$ cat src/rtl/decode_pkg.sv
// Opcode map and write-class helper shared by the decode-stage transmitter.
package decode_pkg;

  localparam int unsigned OP_W = 5;

  localparam logic [OP_W-1:0] OP_NOP     = 5'b00000;
  localparam logic [OP_W-1:0] OP_ALU_LO  = 5'b00001;
  localparam logic [OP_W-1:0] OP_ALU_HI  = 5'b00110;
  localparam logic [OP_W-1:0] OP_STORE   = 5'b00111;
  localparam logic [OP_W-1:0] OP_MEM_LO  = 5'b01000;
  localparam logic [OP_W-1:0] OP_MEM_HI  = 5'b01011;
  localparam logic [OP_W-1:0] OP_CTL_LO  = 5'b11000;
  localparam logic [OP_W-1:0] OP_LDI     = 5'b11001;
  localparam logic [OP_W-1:0] OP_CTL_HI  = 5'b11100;
  localparam logic [OP_W-1:0] OP_LINK    = 5'b11110;

  localparam logic [OP_W-1:0] IMM_OP_DEFAULT = OP_LDI;

  // 1 when the opcode writes its destination register
  function automatic logic is_dest_write(input logic [OP_W-1:0] op);
    return ((op >= OP_ALU_LO) && (op <= OP_ALU_HI)) ||
           ((op >= OP_MEM_LO) && (op <= OP_MEM_HI)) ||
           ((op >= OP_CTL_LO) && (op <= OP_CTL_HI)) ||
           (op == OP_LINK);
  endfunction

endpackage

$ cat src/rtl/decode_transmitter_pipe_skid_buf.sv
// Generic 2-entry valid/ready skid buffer: an output register plus one skid entry.
module dtp_skid_buf #(
  parameter int unsigned W = 8
) (
  input  logic         clk,
  input  logic         rst,
  input  logic         flush,
  input  logic         in_valid,
  output logic         in_ready,
  input  logic [W-1:0] in_data,
  output logic         out_valid,
  input  logic         out_ready,
  output logic [W-1:0] out_data
);

  logic         skid_valid;
  logic [W-1:0] skid_data;
  logic         accept;
  logic         out_free;

  assign accept   = in_valid && in_ready;
  assign out_free = !out_valid || out_ready;

  // in_ready mirrors the next skid state so it is a pure register output
  always_ff @(posedge clk or posedge rst) begin
    if (rst) begin
      out_valid  <= 1'b0;
      out_data   <= '0;
      skid_valid <= 1'b0;
      skid_data  <= '0;
      in_ready   <= 1'b1;
    end else if (flush) begin
      out_valid  <= 1'b0;
      skid_valid <= 1'b0;
      in_ready   <= 1'b1;
    end else if (out_free) begin
      if (skid_valid) begin
        out_valid  <= 1'b1;
        out_data   <= skid_data;
        skid_valid <= 1'b0;
      end else if (accept) begin
        out_valid <= 1'b1;
        out_data  <= in_data;
      end else begin
        out_valid <= 1'b0;
      end
      in_ready <= 1'b1;
    end else if (accept) begin
      skid_valid <= 1'b1;
      skid_data  <= in_data;
      in_ready   <= 1'b0;
    end
  end

endmodule

$ cat src/rtl/decode_transmitter_pipe.sv
// Decode-stage transmitter: masks dest/immediate by opcode class, buffers toward execute.
module decode_transmitter_pipe
  import decode_pkg::*;
#(
  parameter int unsigned     OPW    = 5,
  parameter int unsigned     REGW   = 4,
  parameter int unsigned     DATAW  = 32,
  parameter logic [OPW-1:0]  IMM_OP = OPW'(IMM_OP_DEFAULT),
  parameter int unsigned     CNTW   = 16
) (
  input  logic             clk,
  input  logic             rst,
  input  logic             flush,
  input  logic             in_valid,
  output logic             in_ready,
  input  logic [OPW-1:0]   opcode_in,
  input  logic [REGW-1:0]  dest_in,
  input  logic [REGW-1:0]  s1_in,
  input  logic [REGW-1:0]  s2_in,
  input  logic [DATAW-1:0] imm_in,
  output logic             out_valid,
  input  logic             out_ready,
  output logic [OPW-1:0]   opcode_out,
  output logic [REGW-1:0]  dest_out,
  output logic             dest_we,
  output logic [REGW-1:0]  s1_out,
  output logic [REGW-1:0]  s2_out,
  output logic [DATAW-1:0] imm_out,
  output logic [CNTW-1:0]  stall_cnt
);

  localparam int unsigned PW = OPW + 3 * REGW + 1 + DATAW;

  logic             we_c;
  logic [REGW-1:0]  dest_m_c;
  logic [DATAW-1:0] imm_m_c;
  logic [PW-1:0]    in_payload;
  logic [PW-1:0]    out_payload;

  // Masking happens before the buffer so stored entries are already final
  always_comb begin
    we_c     = is_dest_write(OP_W'(opcode_in));
    dest_m_c = we_c ? dest_in : '0;
    imm_m_c  = (opcode_in == IMM_OP) ? imm_in : '0;
  end

  assign in_payload = {opcode_in, dest_m_c, we_c, s1_in, s2_in, imm_m_c};

  dtp_skid_buf #(.W(PW)) u_buf (
    .clk       (clk),
    .rst       (rst),
    .flush     (flush),
    .in_valid  (in_valid),
    .in_ready  (in_ready),
    .in_data   (in_payload),
    .out_valid (out_valid),
    .out_ready (out_ready),
    .out_data  (out_payload)
  );

  assign {opcode_out, dest_out, dest_we, s1_out, s2_out, imm_out} = out_payload;

  // Saturating count of stalled output cycles; survives flush
  always_ff @(posedge clk or posedge rst) begin
    if (rst) begin
      stall_cnt <= '0;
    end else if (out_valid && !out_ready && !flush && (stall_cnt != '1)) begin
      stall_cnt <= stall_cnt + CNTW'(1);
    end
  end

endmodule
$ cat config.mk
export PLATFORM = sky130hd
export DESIGN_NAME = decode_transmitter_pipe
export DESIGN_NICKNAME = d
export VERILOG_FILES = /design/src/rtl/decode_pkg.sv /design/src/rtl/decode_transmitter_pipe_skid_buf.sv /design/src/rtl/decode_transmitter_pipe.sv
export SDC_FILE = /design/constraint.sdc
export NUM_CORES = 1
export LEC_CHECK = 0
export ABC_CLOCK_PERIOD_IN_PS = 6000
export CORE_MARGIN = 3
export CORE_UTILIZATION = 28
export CTS_CLUSTER_SIZE = 28
export DETAILED_ROUTE_END_ITERATION = 10
export HOLD_SLACK_MARGIN = 0.1
export MAX_ROUTING_LAYER = met4
export PLACE_DENSITY_LB_ADDON = 0.25
export SETUP_SLACK_MARGIN = 0.02
export SYNTH_ARGS = -nofsm -noshare
export SYNTH_HDL_FRONTEND = slang
export SYNTH_SLANG_ARGS = --single-unit
export TNS_END_PERCENT = 100
$ cat constraint.sdc
create_clock -name clk -period 6 [get_ports clk]
set_input_delay 0.6 -clock clk [delete_from_list [all_inputs] [get_ports clk]]
set_output_delay 0.6 -clock clk [all_outputs]
set_load 0.005 [all_outputs]
==> flow_summary.json <==
{
  "status": "complete, no violations",
  "dp_hpwl_um": 8630,
  "synth_edf_count": 0,
  "vias": 4408,
  "hold_class": "flip-flop to flip-flop",
  "route.met2.wl_um": 6020,
  "wl_um": 13400,
  "fin_crit_sh": 0.441,
  "setup_tns_ns": 0,
  "synth_flop_cell": "dfrtp_1",
  "worst_slew_margin_rel": 0.270,
  "post_cts_buffers": 0,
  "dp.cells": 886,
  "core-area_sq_um": 18300,
  "worstMarginPinSlew_ns": 1.09,
  "synth_top_family_by_area": "simple AND/OR/NAND/NOR gates",
  "fin_nets": 731,
  "cts.path.max_buffers": 2,
  "cts.sinks": 119,
  "gp_congestion": 0.741,
  "p_leak_nw": 3.08,
  "io_pins": 122,
  "setup_ws_ns": 3.36,
  "root_buffer": "clkbuf_16",
  "area_growth_pct": 35.5,
  "grt_use_total": 0.140,
  "p_total_mw": 2.24,
  "htreeDepth": 4,
  "routedWlPerCell_um": 14.6,
  "synth_warnings": 0,
  "startpoint_type": "input pin",
  "portBuffers": 121,
  "max_cap_violations": 0,
  "clkLatencyLatePin_ns": 0.40,
  "synth_xor_xnor_area_share": 0.0131,
  "drt_first_pass_iters": 4,
  "synth.area.mux_share": 0.0307,
  "critPathMaxStageDelay_ns": 0.89,
  "grt_max_degree": 88,
  "drive_gt1_frac": 0.0627,
  "grt_pass1_vias": 4500,
  "cts_tree": "yes",
  "fmax_ghz": 0.378,
  "critPathKind": "input pin to flip-flop",
  "grt_overflow": 0,
  "instances_no_fill": 915,
  "worst-endpoint-required_ns": 6.25,
  "yosysSeqAreaShare": 0.558,
  "final_util": 0.395,
  "critPathCaptureType": "flip-flop",
  "skew_ns": 0.00792,
  "antenna_left": 0,
  "wl_met1_um": 6490,
  "clk_pin_slew_worst_paths_ns": 0.05,
  "top_layer_used": "met4",
  "antennaDiodeCount": 0,
  "dieArea_sq_um": 20800,
  "syn_inst": 569,
  "synth.distinct_cells": 41,
  "synthArstFlopShare": 1.00,
  "period_needed_ns": 2.64,
  "wl_met3_um": 642,
  "vias_per_cell": 4.82,
  "die-height_um": 144,
  "die_w_um": 144,
  "grt_antenna_before_repair": 0,
  "synth_nets": 624,
  "placementRows": 49,
  "critical-path-slowest-cell": "nand3_2",
  "floorplan.initialDensity": 0.291,
  "path_cells": "clkdlybuf4s50_1, nor3b_2, nand3_2, nand2_1, o21ai_1",
  "cts_hold_buf": 0,
  "rsz0062_at_grt": "false",
  "synth.avg_cell_area_sq_um": 9.39,
  "worstPathArrival_ns": 2.89,
  "crit_fanout": 52,
  "synth_area_sq_um": 5340,
  "tritoncts.num_buffers": 17,
  "synth-seq-cells": 119,
  "cellPowerDensity_nw_per_um2": 310,
  "synth_fa_ha_area_frac": 0.00234,
  "fillers": 1799,
  "drc": 0,
  "grt_first_pass_wirelength_um": 22500,
  "hold_viol": 0,
  "synth_compound_area_frac": 0.0836,
  "peakVddDrop_v": 0.000201,
  "report.final.slew_viol_count": 0,
  "synth-simple-area-share": 0.278,
  "setup_viol_count_final": 0,
  "cts.repair.resized": 0,
  "dp_slack_ns": 2.87,
  "drt-initial-drc-count": 236
}
==> final timing paths <==
check	to	cells past startpoint	startpoint	slack (ns)
max	u_buf.skid_data[40]	5	flush	3.36
min	u_buf.skid_data[37]	2	u_buf.skid_data[37]	0.47
max reg2reg	u_buf.skid_data[40]	4	u_buf.out_valid	3.82
min reg2reg	u_buf.skid_data[37]	2	u_buf.skid_data[37]	0.47
max in group asynchronous	u_buf.skid_data[7]	3	rst	4.06
min in group asynchronous	u_buf.out_data[27]	2	rst	0.74
==> registers in the layout, indices dropped and copies added, names as in the netlist <==
signal and flops:
u_buf.out_data 50, u_buf.skid_data 50, stall_cnt 16, u_buf.in_ready 1
u_buf.out_valid 1, u_buf.skid_valid 1
==> cell type report <==
class | instances | area, sq um | area share
flip-flops and latches | 119 | 2980 | 0.412
multi-input cells | 408 | 2200 | 0.304
repair buffers | 126 | 1250 | 0.173
well taps | 229 | 287 | 0.0396
clock buffers | 24 | 482 | 0.0666
inverters | 4 | 17.5 | 0.00242
clock inverters | 5 | 25.0 | 0.00346
==> placed cells by master (no fill, tap or decap), drive strengths merged, types with 2 or more instances in the layout <==
cell,n
o21a,2
inv,4
clkdlybuf4s50,121
nor4bb,5
nor3,6
or3,2
nand2,148
nand3b,37
clkinv,5
nor4,3
nand4,6
xnor2,5
clkbuf,24
o21ai,16
buf,5
nor2,50
dfrtp,118
nand3,40
mux2i,13
xor2,3
and3,4
a21oi,21
a31oi,34
mux2,3
==> metal layers <==
layer	GRT usage	vias up
li1	-	2168
met1	0.179	2117
met2	0.217	109
met3	0.0374	14
met4	0.0486	0
met5	-	-
==> through the flow <==
step | hold WS (ns) | area (sq um)
2_1_floorplan | 0.445 | 5340
3_3_place_gp | 0.457 | 6730
3_5_place_dp | 0.463 | 6730
4_1_cts | 0.476 | 7240
5_1_grt | 0.497 | 7240
6_report | 0.472 | 7240
==> synth_stat cells (5+ instances only) <==
master,n,area share
clkbuf_1,23,0.016
nand3b_1,37,0.052
nand4_1,5,0.0059
a21oi_1,21,0.020
a31oi_1,34,0.040
xnor2_1,5,0.0082
nor2_1,49,0.034
nor4bb_1,5,0.0094
dfrtp_1,118,0.55
mux2i_1,13,0.024
buf_2,14,0.013
nand2_1,148,0.10
o21ai_0,5,0.0047
nand3_1,40,0.037
o21ai_1,11,0.010
==> worst max-delay path, delay by kind of cell <==
kind	cells	cell delay, ns
compound gates	1	0.09
simple gates	3	1.62
buf+inv	1	0.57
==> where the power goes <==
part           switching [mW]  internal [mW]  total, mW
registers              0.0720          0.910      0.982
logic                   0.155          0.220      0.375
clock network           0.336          0.549      0.885
total                   0.563           1.68       2.24
==> cells by family (layout without fill, tap and decap cells) <==
| kind of cell | after synthesis | in the layout |
|---|---|---|
| adder cells (fa/ha/maj) | 1 | 1 |
| AO/OA/AOI/OAI | 77 | 77 |
| multiplexers | 16 | 16 |
| XOR/XNOR | 8 | 8 |
| buffers and inverters | 42 | 159 |
| AND/OR/NAND/NOR | 306 | 306 |
| flip-flops | 119 | 119 |
(Power assumes the default switching activity.)
